`src/rtl/ldpc_ber_tester_up_axi.sv`:
```
// AXI4-Lite slave bridging CPU accesses onto the tester up_* register bus.
// Independent read/write channels; a missing ack times out into SLVERR.
module ldpc_ber_tester_up_axi #(
    parameter int ADDRESS_WIDTH  = 10,
    parameter int TIMEOUT_CYCLES = 255
) (
    input  logic                       up_clk,
    input  logic                       up_resetn,
    input  logic                       s_axi_awvalid,
    output logic                       s_axi_awready,
    input  logic [ADDRESS_WIDTH+1:0]   s_axi_awaddr,
    input  logic                       s_axi_wvalid,
    output logic                       s_axi_wready,
    input  logic [31:0]                s_axi_wdata,
    input  logic [3:0]                 s_axi_wstrb,
    output logic                       s_axi_bvalid,
    input  logic                       s_axi_bready,
    output logic [1:0]                 s_axi_bresp,
    input  logic                       s_axi_arvalid,
    output logic                       s_axi_arready,
    input  logic [ADDRESS_WIDTH+1:0]   s_axi_araddr,
    output logic                       s_axi_rvalid,
    input  logic                       s_axi_rready,
    output logic [31:0]                s_axi_rdata,
    output logic [1:0]                 s_axi_rresp,
    output logic                       up_wreq,
    output logic [ADDRESS_WIDTH-1:0]   up_waddr,
    output logic [31:0]                up_wdata,
    input  logic                       up_wack,
    output logic                       up_rreq,
    output logic [ADDRESS_WIDTH-1:0]   up_raddr,
    input  logic [31:0]                up_rdata,
    input  logic                       up_rack
);

    localparam int AW = ADDRESS_WIDTH;
    localparam logic [15:0] TMO = 16'(TIMEOUT_CYCLES);
    localparam logic [1:0] OKAY = 2'b00;
    localparam logic [1:0] SLVERR = 2'b10;

    typedef enum logic [1:0] {W_IDLE, W_ACK, W_RESP} w_state_t;
    typedef enum logic [1:0] {R_IDLE, R_ACK, R_RESP} r_state_t;

    w_state_t    w_state;
    w_state_t    w_next;
    logic [15:0] w_cnt;
    logic        w_start;
    logic        w_ok;
    logic        w_tmo;

    r_state_t    r_state;
    r_state_t    r_next;
    logic [15:0] r_cnt;
    logic        r_start;
    logic        r_ok;
    logic        r_tmo;

    // Byte-lane strobes and sub-word address bits carry no meaning here.
    logic unused_bits;
    assign unused_bits = ^{s_axi_wstrb, s_axi_awaddr[1:0], s_axi_araddr[1:0]};

    always_comb begin
        w_next  = w_state;
        w_start = 1'b0;
        w_ok    = 1'b0;
        w_tmo   = 1'b0;
        unique case (w_state)
            W_IDLE: begin
                if (s_axi_awvalid && s_axi_wvalid) begin
                    w_start = 1'b1;
                    w_next  = W_ACK;
                end
            end
            W_ACK: begin
                if (up_wack) begin
                    w_ok   = 1'b1;
                    w_next = W_RESP;
                end else if (w_cnt == TMO) begin
                    w_tmo  = 1'b1;
                    w_next = W_RESP;
                end
            end
            W_RESP: begin
                if (s_axi_bready) begin
                    w_next = W_IDLE;
                end
            end
            default: w_next = W_IDLE;
        endcase
    end

    always_ff @(posedge up_clk) begin
        if (!up_resetn) begin
            w_state       <= W_IDLE;
            w_cnt         <= '0;
            s_axi_awready <= 1'b0;
            s_axi_wready  <= 1'b0;
            s_axi_bvalid  <= 1'b0;
            s_axi_bresp   <= OKAY;
            up_wreq       <= 1'b0;
            up_waddr      <= '0;
            up_wdata      <= '0;
        end else begin
            w_state       <= w_next;
            s_axi_awready <= w_start;
            s_axi_wready  <= w_start;
            up_wreq       <= w_start;
            if (w_start) begin
                up_waddr <= s_axi_awaddr[AW+1:2];
                up_wdata <= s_axi_wdata;
            end
            if (w_state == W_ACK && w_next == W_ACK) begin
                w_cnt <= w_cnt + 16'd1;
            end else begin
                w_cnt <= '0;
            end
            if (w_ok || w_tmo) begin
                s_axi_bvalid <= 1'b1;
                s_axi_bresp  <= w_tmo ? SLVERR : OKAY;
            end else if (w_state == W_RESP && s_axi_bready) begin
                s_axi_bvalid <= 1'b0;
            end
        end
    end

    always_comb begin
        r_next  = r_state;
        r_start = 1'b0;
        r_ok    = 1'b0;
        r_tmo   = 1'b0;
        unique case (r_state)
            R_IDLE: begin
                if (s_axi_arvalid) begin
                    r_start = 1'b1;
                    r_next  = R_ACK;
                end
            end
            R_ACK: begin
                if (up_rack) begin
                    r_ok   = 1'b1;
                    r_next = R_RESP;
                end else if (r_cnt == TMO) begin
                    r_tmo  = 1'b1;
                    r_next = R_RESP;
                end
            end
            R_RESP: begin
                if (s_axi_rready) begin
                    r_next = R_IDLE;
                end
            end
            default: r_next = R_IDLE;
        endcase
    end

    always_ff @(posedge up_clk) begin
        if (!up_resetn) begin
            r_state       <= R_IDLE;
            r_cnt         <= '0;
            s_axi_arready <= 1'b0;
            s_axi_rvalid  <= 1'b0;
            s_axi_rresp   <= OKAY;
            s_axi_rdata   <= '0;
            up_rreq       <= 1'b0;
            up_raddr      <= '0;
        end else begin
            r_state       <= r_next;
            s_axi_arready <= r_start;
            up_rreq       <= r_start;
            if (r_start) begin
                up_raddr <= s_axi_araddr[AW+1:2];
            end
            if (r_state == R_ACK && r_next == R_ACK) begin
                r_cnt <= r_cnt + 16'd1;
            end else begin
                r_cnt <= '0;
            end
            if (r_ok) begin
                s_axi_rvalid <= 1'b1;
                s_axi_rresp  <= OKAY;
                s_axi_rdata  <= up_rdata;
            end else if (r_tmo) begin
                s_axi_rvalid <= 1'b1;
                s_axi_rresp  <= SLVERR;
                s_axi_rdata  <= '0;
            end else if (r_state == R_RESP && s_axi_rready) begin
                s_axi_rvalid <= 1'b0;
            end
        end
    end

endmodule
```
`config.mk`:
```
export PLATFORM = sky130hd
export DESIGN_NAME = ldpc_ber_tester_up_axi
export DESIGN_NICKNAME = d
export VERILOG_FILES = /design/src/rtl/ldpc_ber_tester_up_axi.sv
export SDC_FILE = /design/constraint.sdc
export NUM_CORES = 1
export LEC_CHECK = 0
export ABC_CLOCK_PERIOD_IN_PS = 1450
export BUFFER_PORTS_ARGS = -buffer_cell sky130_fd_sc_hd__buf_4
export CAP_MARGIN = 20
export CORE_UTILIZATION = 44
export CTS_CLUSTER_SIZE = 30
export DETAILED_ROUTE_END_ITERATION = 16
export PLACE_DENSITY_LB_ADDON = 0.1
export SKIP_LAST_GASP = 1
export SYNTH_ARGS = -nofsm -noshare
export SYNTH_HDL_FRONTEND = slang
export SYNTH_SLANG_ARGS = --single-unit
```
`constraint.sdc`:
```
create_clock -name up_clk -period 1.45 [get_ports up_clk]
set_input_delay 0.2175 -clock up_clk [delete_from_list [all_inputs] [get_ports up_clk]]
set_output_delay 0.2175 -clock up_clk [all_outputs]
set_load 0.01 [all_outputs]
```
==> impl_results.md <==
- Outcome: complete, but fails checks
- Failing checks: setup timing
- Largest net degree at the start of global routing: 50
- CTS tree: done
- Final core utilization: 66.0%
- Async set-reset flop share out of synthesis: 0%
- Ys Warns: 0
- Dpl hpwl: 8.74 mm
- I/O pins: 196
- Vias in the first global route: 4466
- Sw Share: 22.6%
- Worst EP required: 1.79 ns
- Synth top area cells: dfxtp_1 (49%), nand2_1 (11%), a21boi_0 (7.9%)
- Clk pwr share: 44.5%
- Post-synth cell types: 44
- Synth top area share: 49.1%
- Synth cell count leaders: nand2_1 (150), dfxtp_1 (126), a21boi_0 (54)
- Htree depth: 4
- Number of synthesized flops with an enable pin: 0
- Syn avg cell area: 8.85 µm²
- Family with the most delay on the worst path: simple AND/OR/NAND/NOR gates
- Die H: 110 µm
- DRT Pass-1 Iters: 4
- CP endpoint kind: register
- Internal: 6.41 mW
- Die Width: 110 µm
- Nets: 891
- WP buf/inv: 2
- Clock Latency Late Sink: 0.41 ns
- Psw: 1.87 mW
- Hold slack final: 0.0184 ns
- Routability congestion estimate: 0.773
- Sequential Power Share: 44.3%
- Max_slew headroom: 53.0%
- Grt ovf: 0
- Vias: 4696
- Share of total power in combinational logic: 11.2%
- VDD IR max: 0.621 mV
- Final Max Slew Viols: 0
- Hold WC Path Type: input pin to register
- Sequential fraction of the synthesis area: 49.1%
- DRC: 0
- Arrival time of the worst setup path: 1.92 ns
- Wire length per cell: 13.9 µm
- CTS Buffer Depth: 2
- CTS Buf Count: 17
- Global-route wire length before repair: 19.8 mm
- Mapped Area: 5130 µm²
- Final Hold Fails: 0
- Initial core utilization: 45.0%
- CTS sink cnt: 126
- ANT cells: 0
- Final Worst Setup Slack: -0.129 ns
- GRT Total Usage: 21.3%
- Vias/cell: 4.99
- Port Buffer Count: 185
- Cells after Synth: 580
- Worst path max stage delay: 0.33 ns
- Share of cells above drive strength 1: 38.6%
- FP Rows: 39
- Max Clock Freq: 0.633 GHz
- Fin crit share: 109%
- P per Cell Area: 1100 nW/µm²
- Critical path class: register to register
- Max-cap viol count: 0
- Final setup fails: 52
- Area leader, netlist: dfxtp_1
- Post-CTS Hold Buffers: 0
- Floorplan Core Area: 11400 µm²
- RSZ-0062 raised after global routing: yes
- Most Frequent Cell on Critical Path: buf_6
- Root Buffer Master: clkbuf_16
- Synth Flop Type: dfxtp_1
- Clk_skew: 0.00392 ns
- Final min period: 1.58 ns
- Setup crit start kind: register
- Measured slew at the worst slew-check pin: 0.703 ns
- Initial antenna violation count: 0
- Synthesis-stage register bit count: 126
- Clock slew at reported path FFs: 0.05 ns
- Count leader, synth: nand2_1
- Critical Path Fanout Max: 4
- WL final: 13.0 mm
- Lkg Pwr: 3.05 nW
- Area Growth Syn to Fin: 46.7%
- Fill count: 948
- Iter 0 DRT Violations: 174
- Cell chain of the critical path: ha_4 > and4_4 > a41oi_4 > buf_6 > buf_6 > nand3_2 > nor2_1
- Die ar.: 12100 µm²
- DRT antenna net count: 0
- Critical Path Slowest Stage Cell: dfxtp_2
power groups by stage:
stage	registers, mW	logic [mW]	clock network, mW
4_1_cts	3.67	0.913	3.78
3_3_place_gp	3.73	0.862	0
6_report	3.67	0.924	3.69
2_1_floorplan	3.78	0.346	0
5_1_grt	3.68	1.01	3.92
3_5_place_dp	3.73	0.879	0
metrics by stage:
step | worst slack (ns) | cells | TNS (ns) | power [mW] | cell area, µm²
after global placement | -0.0351 | 901 | -0.710 | 4.59 | 6780
final | -0.129 | 941 | -4.46 | 8.28 | 7530
after CTS | -0.0700 | 935 | -1.64 | 8.36 | 7400
after detailed placement | -0.0862 | 901 | -1.68 | 4.61 | 6780
after floorplan | 0.00720 | 581 | 0 | 4.13 | 5140
after global routing | -0.204 | 941 | -8.26 | 8.61 | 7530
routing by layer:
layer	wire (µm)	GRT usage [%]	share of wire, %
met5	0	0	0
met4	203	9.14	1.6
met3	681	6.29	5.2
met2	6630	37.3	51
met1	5530	24.0	42
kinds of logic after synthesis:
logic type | count (synthesis) | share of synthesized area, %
buf+inv | 46 | 4.80
xor+xnor | 24 | 4.09
other cells | 1 | 0.0730
fa+ha+maj | 2 | 0.487
compound gates | 133 | 19.0
flops | 126 | 49.1
simple gates | 248 | 22.5
repair_timing:
item                                    CTS  global route
buffers inserted                          2             4
pin swaps                                 4            34
endpoints found under the setup margin   58            68
gates resized for setup                   8            31
gates cloned                              3             3
sequential cells by signal, indices dropped and copies added (netlist names):
register	count
s_axi_rdata	32
up_wdata	32
r_cnt	16
w_cnt	16
up_raddr	10
up_waddr	10
r_state	2
w_state	2
s_axi_bresp	1
s_axi_bvalid	1
s_axi_rresp	1
s_axi_rvalid	1
up_rreq	1
up_wreq	1
worst paths after layout:
path / from / to / slack [ns] / depth (start not counted)
max: r_cnt[1] / r_cnt[3] / -0.13 / 7
min: s_axi_bready / w_state[1] / 0.02 / 2
max reg2reg: r_cnt[1] / r_cnt[3] / -0.13 / 7
min reg2reg: w_cnt[0] / w_cnt[0] / 0.43 / 1
layout by cell type, fill, tap and decap left out, types with 8 or more instances in the layout:
cell type    n
o21ai_2     11
dfxtp_1    116
nand2_1    150
nand4_1      8
nor2_1      19
a21boi_1    34
clkbuf_16   18
o21ai_1     20
dfxtp_2     10
xor2_1      10
nand3_1     13
nor2_2      16
a21boi_0    52
xnor2_1     14
buf_4      215
worst reg2reg max path: cells and delay by family (launching register included):
kind	cells	cell delay [ns]
adders and majority gates	1	0.16
buffers and inverters	2	0.27
and+or+nand+nor	3	0.50
AOI/OAI and AO/OA	1	0.26
DFF	1	0.33
final cells by class:
class	count	area [µm²]	share of cell area (%)
tap	143	179	2.37
clock buffer	28	507	6.73
sequential	126	2530	33.6
clock inverter	1	5.00	0.0664
multi-input combinational	413	2520	33.5
timing repair buffer	223	1760	23.4
inverter	7	26.3	0.349
Note: power is estimated with default switching activity, not from simulation.
